`src/rtl/a2d_scan_seq.sv`:
```
// -----------------------------------------------------------------------------
// a2d_scan_seq
//
// Purpose:
//   Walks the IR line sensors through one A2D conversion each per scan.
//   When `go` arrives in IDLE, the sequencer turns on the IR emitters and
//   waits a settle interval. It then requests one conversion per channel, in
//   order 0..NUM_CH-1, and captures each 12-bit result into a shadow bank.
//   After the last channel is captured, the whole bank is copied to `sensors`
//   in a single cycle. Steering logic therefore never sees a mix of old and
//   new readings. A per-conversion watchdog abandons the scan, and sets the
//   sticky `err` flag, if the A2D never reports completion.
//
// Parameters:
//   NUM_CH   channels per scan (1..8)
//   SETTLE   emitter settle time in clk cycles before the first conversion (>= 1)
//   TIMEOUT  max clk cycles spent waiting for each `cnv_cmplt` (>= 2)
//
// Ports:
//   clk        in   system clock, rising edge
//   rst_n      in   asynchronous active-low reset
//   go         in   start a scan (looked at only while idle)
//   cnv_cmplt  in   A2D conversion done; the A2D drops it on `strt_cnv`
//   res        in   12-bit A2D result, valid while `cnv_cmplt` is high
//   strt_cnv   out  one-cycle conversion request
//   chnnl      out  channel select, held from `strt_cnv` until capture
//   IR_en      out  IR emitter enable (registered)
//   busy       out  high whenever not idle
//   scan_done  out  one-cycle pulse in the cycle `sensors` is updated
//   err        out  sticky watchdog flag, cleared by the next accepted `go`
//   sensors    out  committed results, channel i at [12*i+11:12*i]
//
// A2D handshake:
//   `strt_cnv` is a single-cycle request, qualified by `chnnl`. The A2D clears
//   `cnv_cmplt` on the same edge that ends the request cycle. It raises
//   `cnv_cmplt` again, with `res` valid, once the conversion is finished. So
//   any high `cnv_cmplt` seen in WAIT belongs to the current request. The
//   sequencer never issues a new request before the current one is captured
//   or abandoned.
// -----------------------------------------------------------------------------
module a2d_scan_seq #(
    parameter int NUM_CH  = 8,
    parameter int SETTLE  = 1024,
    parameter int TIMEOUT = 2048
) (
    input  logic                  clk,
    input  logic                  rst_n,
    input  logic                  go,
    input  logic                  cnv_cmplt,
    input  logic [11:0]           res,
    output logic                  strt_cnv,
    output logic [2:0]            chnnl,
    output logic                  IR_en,
    output logic                  busy,
    output logic                  scan_done,
    output logic                  err,
    output logic [12*NUM_CH-1:0]  sensors
);

    // The one cycle counter serves both the settle interval and the watchdog.
    // It is cleared on entry to SETTLE and to WAIT, so it never wraps.
    localparam int MAX_CNT = (SETTLE > TIMEOUT) ? SETTLE : TIMEOUT;
    localparam int CW      = $clog2(MAX_CNT + 1);

    localparam logic [CW-1:0] SETTLE_LAST  = CW'(SETTLE - 1);
    localparam logic [CW-1:0] TIMEOUT_LAST = CW'(TIMEOUT - 1);
    localparam logic [2:0]    LAST_CH      = 3'(NUM_CH - 1);

    typedef enum logic [2:0] {
        S_IDLE,
        S_SETTLE,
        S_START,
        S_WAIT,
        S_DONE
    } state_t;

    state_t               state;
    state_t               state_nxt;
    logic [CW-1:0]        cnt;
    logic [CW-1:0]        cnt_nxt;
    logic [2:0]           chnnl_nxt;
    logic                 ir_en_nxt;
    logic                 err_nxt;
    logic                 capture;
    logic                 commit;
    logic [12*NUM_CH-1:0] shadow;
    logic [12*NUM_CH-1:0] shadow_nxt;

    // -------------------------------------------------------------------------
    // Next-state and output decode
    // -------------------------------------------------------------------------
    always_comb begin
        state_nxt = state;
        cnt_nxt   = cnt;
        chnnl_nxt = chnnl;
        ir_en_nxt = IR_en;
        err_nxt   = err;
        capture   = 1'b0;
        commit    = 1'b0;
        strt_cnv  = 1'b0;
        scan_done = 1'b0;
        busy      = (state != S_IDLE);

        case (state)
            S_IDLE: begin
                if (go) begin
                    state_nxt = S_SETTLE;
                    ir_en_nxt = 1'b1;
                    err_nxt   = 1'b0;
                    chnnl_nxt = 3'd0;
                    cnt_nxt   = '0;
                end
            end

            S_SETTLE: begin
                if (cnt == SETTLE_LAST) begin
                    state_nxt = S_START;
                end else begin
                    cnt_nxt = cnt + CW'(1);
                end
            end

            S_START: begin
                strt_cnv  = 1'b1;
                cnt_nxt   = '0;
                state_nxt = S_WAIT;
            end

            S_WAIT: begin
                // A completion takes priority over the watchdog when both
                // happen in the same cycle.
                if (cnv_cmplt) begin
                    capture = 1'b1;
                    if (chnnl == LAST_CH) begin
                        commit    = 1'b1;
                        ir_en_nxt = 1'b0;
                        state_nxt = S_DONE;
                    end else begin
                        chnnl_nxt = chnnl + 3'd1;
                        state_nxt = S_START;
                    end
                end else if (cnt == TIMEOUT_LAST) begin
                    // Abandon the scan. The previous `sensors` stay visible.
                    err_nxt   = 1'b1;
                    ir_en_nxt = 1'b0;
                    chnnl_nxt = 3'd0;
                    state_nxt = S_IDLE;
                end else begin
                    cnt_nxt = cnt + CW'(1);
                end
            end

            S_DONE: begin
                scan_done = 1'b1;
                state_nxt = S_IDLE;
            end

            default: begin
                state_nxt = S_IDLE;
            end
        endcase
    end

    // -------------------------------------------------------------------------
    // Shadow bank write
    // -------------------------------------------------------------------------
    // The commit copies shadow_nxt rather than shadow. The last channel's
    // result therefore reaches `sensors` in the same edge that captures it.
    always_comb begin
        shadow_nxt = shadow;
        if (capture) begin
            for (int i = 0; i < NUM_CH; i++) begin
                if (chnnl == 3'(i)) begin
                    shadow_nxt[12*i +: 12] = res;
                end
            end
        end
    end

    // -------------------------------------------------------------------------
    // State and datapath registers
    // -------------------------------------------------------------------------
    always_ff @(posedge clk or negedge rst_n) begin
        if (!rst_n) begin
            state   <= S_IDLE;
            cnt     <= '0;
            chnnl   <= 3'd0;
            IR_en   <= 1'b0;
            err     <= 1'b0;
            shadow  <= '0;
            sensors <= '0;
        end else begin
            state  <= state_nxt;
            cnt    <= cnt_nxt;
            chnnl  <= chnnl_nxt;
            IR_en  <= ir_en_nxt;
            err    <= err_nxt;
            shadow <= shadow_nxt;
            if (commit) begin
                sensors <= shadow_nxt;
            end
        end
    end

endmodule

```
`config.mk`:
```
export PLATFORM = sky130hd
export DESIGN_NAME = a2d_scan_seq
export DESIGN_NICKNAME = d
export VERILOG_FILES = /design/src/rtl/a2d_scan_seq.sv
export SDC_FILE = /design/constraint.sdc
export NUM_CORES = 1
export LEC_CHECK = 0
export BUFFER_PORTS_ARGS = -buffer_cell sky130_fd_sc_hd__buf_2
export CAP_MARGIN = 20
export CELL_PAD_IN_SITES_DETAIL_PLACEMENT = 1
export CELL_PAD_IN_SITES_GLOBAL_PLACEMENT = 1
export CORE_AREA = 2 2 146 119
export CTS_BUF_LIST = sky130_fd_sc_hd__clkbuf_16
export DETAILED_ROUTE_END_ITERATION = 10
export DIE_AREA = 0 0 148 121
export HOLD_SLACK_MARGIN = 0.03
export PLACE_DENSITY_LB_ADDON = 0.1
export SLEW_MARGIN = 20
export SYNTH_ARGS = -nofsm -noshare
export SYNTH_HDL_FRONTEND = slang
export SYNTH_SLANG_ARGS = --single-unit
```
`constraint.sdc`:
```
create_clock -name clk -period 3.3 [get_ports clk]
set_input_delay 0.33 -clock clk [delete_from_list [all_inputs] [get_ports clk]]
set_output_delay 0.33 -clock clk [all_outputs]
set_load 0.01 [all_outputs]
```
# == Yosys cells after proc, flatten, opt, wreduce, memory -nomap -nowiden ==
# Cells that the tools add are included.
# totals
out_inout_bits,104
reg_bits,212
word_cells,81
mem_bits_rw,0
rom_bits,0
latch_bits,0
inputBits,16
memories,0
# op_classes
addsub,2
n_mul,0
n_bitwise,0
n_reduce_logical,10
eq_ne,22
n_shift,0
muxes,40
order_cmp,0
n_div,0
# ops
cell,count
$mux 12,12
$mux 96,1
$pmux 12 s4,1
$mux 3,8
$eq 3x3->1 const B,5
$mux 1,14
$add 12x1->12 const B,1
$eq 12x10->1 const B,1
$eq 12x11->1 const B,1
$eq 3x2->1 const B,4
$ne 2x2->1 const B,6
$pmux 3 s4,1
$reduce_and 4->1,3
$ne 3x3->1 const B,3
$eq 3x1->1 const B,2
$logic_not 3->1,2
$pmux 3 s2,1
$reduce_and 5->1,1
$pmux 1 s2,2
$reduce_bool 4->1,1
$add 3x1->3 const B,1
$reduce_and 3->1,1
$reduce_bool 3->1,1
$reduce_bool 2->1,1

# == Longest topological paths before layout ==
# depth
depth_word,4
ltp_mapped,8
ltp_nobuf,6

# == Worst setup path after synthesis ==
# No wires, ideal clock.
# synth_path
kind,reg2reg
start,reg cnt[0]
end,reg chnnl[2]
path_stages_with_launch,7
required_time_ns,3.172
setup_time_ns,0.128
n_path_buf,0
synth_period_minus_slack_ns,1.936
t_arrival_ns,1.809
setup_slack_ns,1.364
cell_sequence,dfrtp_1 -> ha_1 -> nand3_1 -> or3_4 -> o221ai_2 -> nand3_2 -> mux2_1
# synth_between
elab_chain_len,3
# synth_lines
element,line,source
from (decl),79,logic [CW-1:0] cnt;
from (signal assigned),194,cnt <= cnt_nxt;
$eq 12x11->1,142,end else if (cnt == TIMEOUT_LAST) begin
$ne 3x3->1 (no line),-,
$reduce_and 4->1 (no line),-,
to (signal assigned),195,chnnl <= chnnl_nxt;
to (decl),52,"output logic [2:0] chnnl,"
# No other way between the ends.
# A chain may end at the register's enable or synchronous reset.

# == Worst setup path after layout ==
# layout_path
start,reg state[1]
end,reg sensors[8]
# layout_between
elab_chain_len,3
elab_cells_between_ends,4
cone_classes,eq/ne: 1; mux: 3
# layout_lines
element,line,source
from (decl),77,state_t state;
from (signal assigned),193,state <= state_nxt;
$eq 3x2->1,104,case (state)
$mux 1,104,
$mux 96,171,if (capture) begin
named net shadow_nxt[8],87,logic [12*NUM_CH-1:0] shadow_nxt;
to (signal assigned),200,sensors <= shadow_nxt;
to (decl),57,output logic [12*NUM_CH-1:0] sensors
# The timed path passes the listed nets, and every way through them passes these cells.

==> results.ini <==
[layout]
diodes = 0
final_core_util_pct = 58.0
area_growth_pct = 17.6
fin_nets = 693
drive_above_1_share_pct = 49.5

[pwr]
ir_drop_uv = 281
leakagePower_nw = 5.11
powerDensity_nw_per_um2 = 596

[global_routing]
grtUsageMet2_pct = 34.3
track_usage_pct = 21.9
grt_max_degree = 111
grtUsageMet3_pct = 3.46
top_usage_layer = met2
grt_pass1_wl_um = 29600
first_global_vias = 5131
antenna_found_initial = 0
gr-usage-met1_pct = 31.3
grt_overflow_total = 0

[routing]
postRouteAntennaNets = 0
drtIter0Drc = 164
firstDrtPassIters = 4
vias_per_cell = 5.33
vias = 4817
drc = 0
avgRoutedWirePerCell_um = 20.5
routed_wl_um = 18500

[clocking]
cts_hold_buf = 0
cts_root_buffer = clkbuf_16
cts_setup_buffers = 0
cts.sinks = 200
cts_tree = done
insertion_delay_ns = 0.44
cts_buffer_depth = 2
cts_resized = 0
htreeDepth = 4
cts_made_buffers = 17
clk_pin_slew_worst_paths_ns = 0.08

[logic_synthesis]
syn-cell-area_um2 = 8090
syn_nets = 572
synth-edff-count = 0
ys_seq_area_share_pct = 61.9
syn_area_per_cell_um2 = 14.7
synth_cell_types = 48
ys_warn_count = 0
ys_ff_latch = 200
async_flop_share_pct = 100
netlist.area_leader.share_pct = 61.9
synthCells = 549
dominantRegCellSynth = dfrtp_1
synth_top_cells_by_area = dfrtp_1 (62%), mux2_2 (19%), mux2_4 (5.6%)
yosysTopAreaCell = dfrtp_1

[floorplanning]
rows = 42
fp.dieArea_um2 = 17900
core_area_um2 = 16400
fp.dieH_um = 121
chipWidth_um = 148
ios = 120
initial_core_util_pct = 49.3

[outcome]
status = completed

[timing]
rsz0062_at_grt = no
clock_skew_ns = 0.0118
hold_viol = 0
drv_slew = 0
timing.final.crit_share_pct = 77.6
worst_pin_slew_ns = 0.934
fin_crit_ns = 2.56
fin_tns_setup_ns = 0
final-setup-viol-count = 0
slew_headroom_pct = 37.7
max_freq_mhz = 391

[worst_setup_path]
required_ns = 3.62
worst_setup_path_start_kind = register
cp-end-kind = register
r2r-start = state[1]$_DFFE_PN0P_
crit_arrival_ns = 2.88
critical_path_class = reg -> reg
reg2reg_depth = 5
r2r_slack_ns = 0.74
r2r_end = sensors[8]$_DFFE_PN0P_
crit_fanout = 17

[place]
place_hpwl_um = 12200
port_buffers = 119
gp_congestion = 0.755

[flow_run]
cap_violations = 0

[hold_path]
min_path_type = in -> async

per-layer routing:
metal	wire (um)	vias up
met5	0	-
met4	273	0
met3	472	20
met2	8750	85
met1	9050	2537
li1	-	2175
Yosys cell counts, types with 2 or more instances:
cell type and number:
nand2_1 48, inv_2 2, dfrtp_1 200, nand4b_1 2, inv_1 9, or3_1 6
and2_1 6, mux2_1 2, mux2_4 30, buf_4 4, mux2_2 138, a21o_1 2
nand2b_1 2, nand4_1 3, nor2_1 12, nor3b_1 2, nand3_2 4, buf_6 3
clkbuf_1 2, a21oi_1 5, o21ai_1 3, nor3_1 4, ha_1 7, o21ai_0 8
o31ai_1 3, nand3_1 4, nand3b_1 4, buf_2 14
worst max path at each step:
stage	slack (ns)	depth (start not counted)	startpoint	end
CTS	0.72	5	state[1]$_DFFE_PN0P_	sensors[19]$_DFFE_PN0P_
detailed placement	0.74	5	state[1]$_DFFE_PN0P_	sensors[19]$_DFFE_PN0P_
global placement	0.83	5	state[1]$_DFFE_PN0P_	sensors[4]$_DFFE_PN0P_
finish	0.74	5	state[1]$_DFFE_PN0P_	sensors[8]$_DFFE_PN0P_
floorplan	1.36	6	cnt[0]$_DFFE_PN0P_	chnnl[2]$_DFFE_PN0P_
global route	0.57	6	cnt[0]$_DFFE_PN0P_	cnt[3]$_DFFE_PN0P_
metrics by stage:
step	cells	hold WS, ns	instance area [um2]	power (mW)	setup WS, ns
after floorplan	549	0.0344	8090	3.35	1.36
after CTS	903	0.0546	9510	5.73	0.721
after global routing	903	0.0668	9510	5.94	0.569
final	903	0.00287	9510	5.67	0.740
after global placement	871	0.452	8910	3.55	0.830
after detailed placement	871	0.464	8910	3.61	0.741
critical path, stage by stage (launching register included):
cell      delay [ns]
dfrtp_1         0.66
nand4b_1        0.26
nor2_1          0.22
and2_1          0.60
mux2_2          0.42
mux2_2          0.28
power by group:
group	internal [mW]	switching (mW)
sequential	2.69	0.123
combinational	0.317	0.428
clock	1.09	1.02
layout by cell type, fill, tap and decap left out, types with 2 or more instances in the layout:
cell,count
and2_1,6
clkbuf_16,17
nand4_1,3
a21o_1,2
nand3_1,4
clkinv_4,3
nand4b_1,2
inv_8,6
a21oi_1,5
buf_2,118
mux2_2,138
nand2b_1,2
nand3b_1,4
buf_4,3
nor2_1,12
mux2_4,30
mux2_1,2
nand3_2,4
inv_1,9
o21ai_0,8
inv_6,4
nand2_1,48
o21ai_1,3
nor3_1,4
nor3b_1,2
or3_1,6
buf_12,3
o31ai_1,3
ha_1,7
dfrtp_1,200
area by class of cell:
class                           count  area, um2
Clock inverter                     15        175
Timing Repair Buffer              125        687
Fill cell                        1611       6880
Multi-Input combinational cell    315       2900
Sequential cell                   200       5000
Inverter                           11       43.8
Tap cell                          220        275
Clock buffer                       17        425
registers in the layout, indices dropped and copies added, names as in the netlist:
register	count
err	1
cnt	12
IR_en	1
chnnl	3
sensors	96
shadow	84
state	3
cells by family after synthesis:
family | count (synthesis) | synth area share, %
compound gates | 32 | 2.75
xor+xnor | 1 | 0.108
fa+ha+maj | 7 | 1.08
buf+inv | 34 | 2.26
flops | 200 | 61.9
mux | 171 | 25.2
simple gates | 104 | 6.73
No activity file was read; power rests on OpenSTA's default activity.
